## src/rtl/pipelined_adder_nbit.sv

```systemverilog
// pipelined_adder_nbit: n-bit add/subtract built from STAGES registered carry-chain slices.
// Define ADDER_OVF_EN to add out_v, the registered signed-overflow flag aligned with out_s.

module pipelined_adder_slice #(
    parameter int W = 8
) (
    input  logic [W-1:0] a_i,
    input  logic [W-1:0] b_i,
    input  logic         c_i,
    output logic [W-1:0] s_o,
    output logic         c_o
);
    assign {c_o, s_o} = {1'b0, a_i} + {1'b0, b_i} + {{W{1'b0}}, c_i};
endmodule

module pipelined_adder_nbit #(
    parameter int n      = 32,
    parameter int STAGES = 4
) (
    input  logic         in_clk,
    input  logic         in_rst,
    input  logic         in_valid,
    output logic         out_ready,
    input  logic [n-1:0] in_x,
    input  logic [n-1:0] in_y,
    input  logic         in_c,
    input  logic         in_sub,
    output logic         out_valid,
    input  logic         in_ready,
    output logic [n-1:0] out_s,
    output logic         out_c
`ifdef ADDER_OVF_EN
   ,output logic         out_v
`endif
);
    localparam int W = n / STAGES;

    logic              adv;
    logic [STAGES:0]   vld_pipe;
    logic [STAGES-1:0] vld_q;
    logic [n-1:0]      y_cap;
    logic              c_cap;

    // Stalls are global: every stage moves together or not at all.
    assign adv       = !out_valid || in_ready;
    assign out_ready = adv;

    assign vld_pipe[0]        = in_valid;
    assign vld_pipe[STAGES:1] = vld_q;
    assign out_valid          = vld_pipe[STAGES];

    // Subtract folds into the same adder as x + ~y + !borrow_in.
    assign y_cap = in_sub ? ~in_y : in_y;
    assign c_cap = in_sub ? ~in_c : in_c;

    always_ff @(posedge in_clk) begin
        if (in_rst) begin
            vld_q <= '0;
        end else if (adv) begin
            vld_q <= vld_pipe[STAGES-1:0];
        end
    end

    for (genvar k = 0; k < STAGES; k++) begin : g_stg
        localparam int SW = (k + 1) * W;

        logic [W-1:0]  a;
        logic [W-1:0]  b;
        logic [W-1:0]  s;
        logic          ci;
        logic          co;
        logic [SW-1:0] s_d;
        logic [SW-1:0] s_q;
        logic          c_q;

        if (k == 0) begin : g_src
            assign a   = in_x[W-1:0];
            assign b   = y_cap[W-1:0];
            assign ci  = c_cap;
            assign s_d = s;
        end else begin : g_src
            assign a   = g_stg[k-1].g_op.x_q[W-1:0];
            assign b   = g_stg[k-1].g_op.y_q[W-1:0];
            assign ci  = g_stg[k-1].c_q;
            assign s_d = {s, g_stg[k-1].s_q};
        end

        pipelined_adder_slice #(.W(W)) u_slice (
            .a_i (a),
            .b_i (b),
            .c_i (ci),
            .s_o (s),
            .c_o (co)
        );

        always_ff @(posedge in_clk) begin
            if (in_rst) begin
                s_q <= '0;
                c_q <= 1'b0;
            end else if (adv) begin
                s_q <= s_d;
                c_q <= co;
            end
        end

        // Upper operand slices still waiting for their carry; the last stage has none left.
        if (k < STAGES - 1) begin : g_op
            localparam int OW = n - SW;

            logic [OW-1:0] x_d;
            logic [OW-1:0] y_d;
            logic [OW-1:0] x_q;
            logic [OW-1:0] y_q;

            if (k == 0) begin : g_fwd
                assign x_d = in_x[n-1:W];
                assign y_d = y_cap[n-1:W];
            end else begin : g_fwd
                assign x_d = g_stg[k-1].g_op.x_q[OW+W-1:W];
                assign y_d = g_stg[k-1].g_op.y_q[OW+W-1:W];
            end

            always_ff @(posedge in_clk) begin
                if (in_rst) begin
                    x_q <= '0;
                    y_q <= '0;
                end else if (adv) begin
                    x_q <= x_d;
                    y_q <= y_d;
                end
            end
        end
    end

    assign out_s = g_stg[STAGES-1].s_q;
    assign out_c = g_stg[STAGES-1].c_q;

`ifdef ADDER_OVF_EN
    logic v_d;
    logic v_q;

    // Carry into the MSB is recovered from its sum bit, since s = a ^ b ^ cin.
    assign v_d = g_stg[STAGES-1].co ^
                 (g_stg[STAGES-1].s[W-1] ^ g_stg[STAGES-1].a[W-1] ^ g_stg[STAGES-1].b[W-1]);

    always_ff @(posedge in_clk) begin
        if (in_rst) begin
            v_q <= 1'b0;
        end else if (adv) begin
            v_q <= v_d;
        end
    end

    assign out_v = v_q;
`endif
endmodule

```

## config.mk

```make
export PLATFORM = sky130hd
export DESIGN_NAME = pipelined_adder_nbit
export DESIGN_NICKNAME = d
export VERILOG_FILES = /design/src/rtl/pipelined_adder_nbit.sv
export SDC_FILE = /design/constraint.sdc
export NUM_CORES = 1
export LEC_CHECK = 0
export ABC_AREA = 1
export BUFFER_PORTS_ARGS = -buffer_cell sky130_fd_sc_hd__buf_2
export CAP_MARGIN = 20
export CORE_MARGIN = 2
export CORE_UTILIZATION = 50
export DETAILED_ROUTE_END_ITERATION = 6
export GPL_TIMING_DRIVEN = 1
export PLACE_DENSITY = 0.74
export SLEW_MARGIN = 20
export SYNTH_ARGS = -nofsm -noshare
export SYNTH_HDL_FRONTEND = slang
export SYNTH_SLANG_ARGS = --single-unit
```

## constraint.sdc

```tcl
create_clock -name in_clk -period 1.97 [get_ports in_clk]
set_input_delay 0.394 -clock in_clk [delete_from_list [all_inputs] [get_ports in_clk]]
set_output_delay 0.394 -clock in_clk [all_outputs]
set_load 0.02 [all_outputs]
```

# Yosys cells after proc, flatten, opt, wreduce, memory -nomap -nowiden
# Cells that the tools add are included.
# W data, S select, Z words.
# word_totals
register_bits,184
inputBits,70
output_inout_bits,35
wordCells,29
# classes
n_addsub,8
n_mux,2
bitwise_logic,2
n_reduce_logical,2
# op_table
cell,count
$add A8 B8 Y9,4
$add A9 B1 Y9,4
$mux W32,1
$not A32 Y32,1
$logic_not A1 Y1,1
$logic_or A1 B1 Y1,1
$mux W1,1
$not A1 Y1,1

# Longest topological paths before layout
# logic_depth
depth_word,4
depth_mapped,13
depth_no_buf,11

# Hierarchy
# A second synthesis with hierarchy kept.
# unflattened
hier_cells,1174
hier_area_um2,8881.0
# modules_own_cells
module,instances,cells_each,area_per_inst_um2,seq_area_each_um2
pipelined_adder_nbit,1,938,7344.5,3683.5
pipelined_adder_slice,4,59,384.1,0.0

# Worst setup path before layout
# No wires, ideal clock.
# synth_timing
path_type,input to register
startpoint,in in_sub
endpoint,reg g_stg[0].s_q[4]
setup_time_ps,114
t_arrival_ps,2005
t_required_ps,1856
setup_slack_ps,-149
path_stages,12
path_buffers,2
cell_sequence,buf_2 > buf_4 > xor2_1 > fa_1 > inv_1 > fa_1 > inv_1 > nand3_1 > nand3_1 > xor2_1 > o21bai_1 > inv_1
# synth_via
elab_chain_cells,3
word_cells_on_any_way,4
cone_classes,add/sub: 2; mux: 2
# synth_lines
item,line_no,text
start: declaration,27,"input logic in_sub,"
$mux W32,53,assign y_cap = in_sub ? ~in_y : in_y;
$add A8 B8 Y9,13,"assign {c_o, s_o} = {1'b0, a_i} + {1'b0, b_i} + {{W{1'b0}}, c_i};"
$add A9 B1 Y9 *,13,
end signal: assignment,98,s_q <= '0;
end signal: assignment,101,s_q <= s_d;
end: declaration,73,logic [SW-1:0] s_q;
# Every way passes the cells marked *; elsewhere a longest branch is shown, timed or not.
# A chain may end at the register's enable or synchronous reset.

# Final worst setup path
# layout_timing
startpoint,reg vld_q[3]
endpoint,out out_ready
# layout_via
elab_chain_cells,2
# layout_lines
item,line_no,text
start: declaration,40,logic [STAGES-1:0] vld_q;
start signal: assignment,60,vld_q <= vld_pipe[STAGES-1:0];
$logic_not A1 Y1,45,assign adv = !out_valid || in_ready;
$logic_or A1 B1 Y1,45,
end: declaration,23,"output logic out_ready,"
# Every way passes these cells.

==> impl_metrics.toml <==
[status]
run_status = "completed"

[sta]
setup_viol = 0
final_hold_viol_count = 0
layout_min_cycle_time_ns = 1.84
rsz0062_at_grt = "no"
slew_headroom_pct = 68.9
fin_crit_sh_pct = 93.6
max_freq_ghz = 0.542
slew_violations = 0
setup_tns_ns = 0
worst_slack_ns = 0.126
fin_skew_ns = 0.0111
tightest_slew_ns = 0.461

[logic_synthesis]
avgSynthCellArea_um2 = 7.76
synth-simple-area-share_pct = 20.1
syn_inst = 1049
synth_top_family_by_area = "simple AND/OR/NAND/NOR gates"
yosys_most_used_dff = "dfxtp_1"
synthTopCellsByCount = "nor2_1 (266), dfxtp_1 (184), o21ai_0 (134)"
synth_xor_area_share_pct = 4.84
yosys-top-cells-area = "dfxtp_1 (45%), nor2_1 (12%), o21ai_0 (8.2%)"
synth_top_area_cell = "dfxtp_1"
synth_fp_nets = 1155
synthAdderAreaFrac_pct = 6.27
synth_compound_area_share_pct = 14.7
ys_ff_latch = 184
ys_types = 27
yosysSeqAreaShare_pct = 45.2
synth-async-reset-ratio_pct = 0
yosysMostFrequentCell = "nor2_1"
synth_edf_count = 0
synth_top_area_share_pct = 45.2
netlist_area_um2 = 8150
ys.warnings.count = 0
synth.mux.area_fraction_pct = 0

[grt]
antenna_found_initial = 0
grt_usage_pct = 19.7
first_global_vias = 6253
grt_pass1_wl_um = 28200
grt.overflow.total = 0
grt_max_degree = 70

[power_and_ir_drop]
leakage_nw = 4.87
powerDensity_nw_per_um2 = 928
peakVddDrop_mv = 0.706

[route]
ant_nets = 0
wl_met3_um = 610
dr.pass1.iters = 7
drtIter0Drc = 411
wl_per_cell_um = 11.9
vias_per_cell = 4.79
dr_wl_met2_um = 6920
routed.top_layer = "met4"
wl_met1_um = 8420
route.vias.total = 6518
drc_errors = 0
wl_um = 16200

[die]
die_w_um = 132
rows = 46
core_area_um2 = 15900
dieArea_um2 = 17300
io_pins = 105
die_height_um = 132
initial_utilization_pct = 51.3

[placement]
gp_congestion = 0.865
place_ws_ns = -0.0411
dp_hpwl_um = 11100
place_area_um2 = 8800
dp.cells = 1330
port_buffers = 104

[final_layout]
final_area_um2 = 9420
drive_gt1_share_pct = 14.9
num_antenna_cells = 0
nets = 1239
fin_cells = 1361
synthToLayoutAreaGrowth_pct = 15.6

[critical_path]
required_ns = 1.58
start_kind = "flip-flop"
worstSetupPathType = "reg2out"
cp-end-kind = "output pin"
critical_path_arrival_ns = 1.45
critPathMaxFanout = 43

[clock_tree]
h-tree-depth = 4
clk_pin_slew_ns = 0.07
clk_latency_ns = 0.43
cts_setup_buffers = 0
cts_buffers = 17
root_buffer = "clkbuf_16"
cts.sinks = 184
cts_max_path_buffers = 2
cts_tree = "built"

[hold_path]
hold_path_class = "in2reg"

[run]
drv_cap = 0
-- cells in the final DEF, fill, tap and decap left out, types with 5 or more instances in the layout --
cell,n
buf_4,17
buf_2,104
xor2_1,14
o21bai_1,5
nand2_1,94
dfxtp_1,184
ha_1,28
nand3_1,36
inv_1,72
fa_2,5
o21ai_1,46
buf_12,8
clkbuf_16,17
nand3b_1,5
xnor2_1,30
nor2_1,266
a21oi_1,46
o21ai_0,134
-- logic make-up after synthesis --
kind of cell | Yosys count
DFF | 184
and+or+nand+nor | 411
adders and majority gates | 36
xor gates and xnor gates | 45
buffers and inverters | 138
AOI/OAI and AO/OA | 235
-- worst max-delay path: stages (launching register included) --
cell     delay, ns
dfxtp_1       0.33
inv_1         0.06
nor2_4        0.20
inv_6         0.18
buf_2         0.22
-- metrics by stage --
stage	util (%)	hold WS (ns)	power, mW
4_1_cts	59.2	0.152	8.83
5_1_grt	59.3	0.163	9.17
2_1_floorplan	-	0.421	5.01
6_report	59.3	0.167	8.74
3_3_place_gp	55.4	0.441	5.31
3_5_place_dp	55.4	0.433	5.34
-- what timing repair did --
item                       in CTS  in global routing
resized for setup               0                  3
setup endpoints to repair       0                  4
hold buffers                    0                  0
-- flip-flops by register name, summed over array words and instances (netlist names) --
register,cells
g_stg.g_op.x_q,48
g_stg.g_op.y_q,48
g_stg.s_q,48
out_s,32
vld_q,4
g_stg.c_q,3
out_c,1
-- power by group --
group / total (mW) / leakage, nW / switching, mW / internal (mW)
logic: 1.08 / 3.06 / 0.619 / 0.463
registers: 4.18 / 1.52 / 0.156 / 4.03
clock network: 3.48 / 0.288 / 1.44 / 2.04
-- cell type report --
| type | count | area, um2 |
|---|---|---|
| Clock buffer | 19 | 443 |
| Clock inverter | 12 | 168 |
| Fill cell | 1502 | 6470 |
| Inverter | 74 | 285 |
| Multi-Input combinational cell | 727 | 3760 |
| Sequential cell | 184 | 3680 |
| Tap cell | 216 | 270 |
| Timing Repair Buffer | 129 | 808 |
-- per-layer routing --
| layer | track usage [%] | vias up |
|---|---|---|
| met5 | 0 | - |
| met4 | 6.04 | 0 |
| met3 | 4.51 | 16 |
| met2 | 31.4 | 117 |
| met1 | 26.7 | 2844 |
| li1 | - | 3541 |
-- final timing paths --
kind	start	endpoint	slack, ns	cells past startpoint
worst max-delay path	vld_q[3]$_SDFFE_PP0P_	out_ready	0.13	4
worst max register to register	g_stg[2].c_q$_SDFFE_PP0P_	out_s[30]$_SDFFE_PP0P_	0.14	10
worst min-delay path	in_rst	vld_q[3]$_SDFFE_PP0P_	0.17	2
worst min register to register	g_stg[0].g_op.y_q[22]$_SDFFE_PP0P_	g_stg[1].g_op.y_q[14]$_SDFFE_PP0P_	0.45	2
Note: power is estimated with default switching activity, not from simulation.
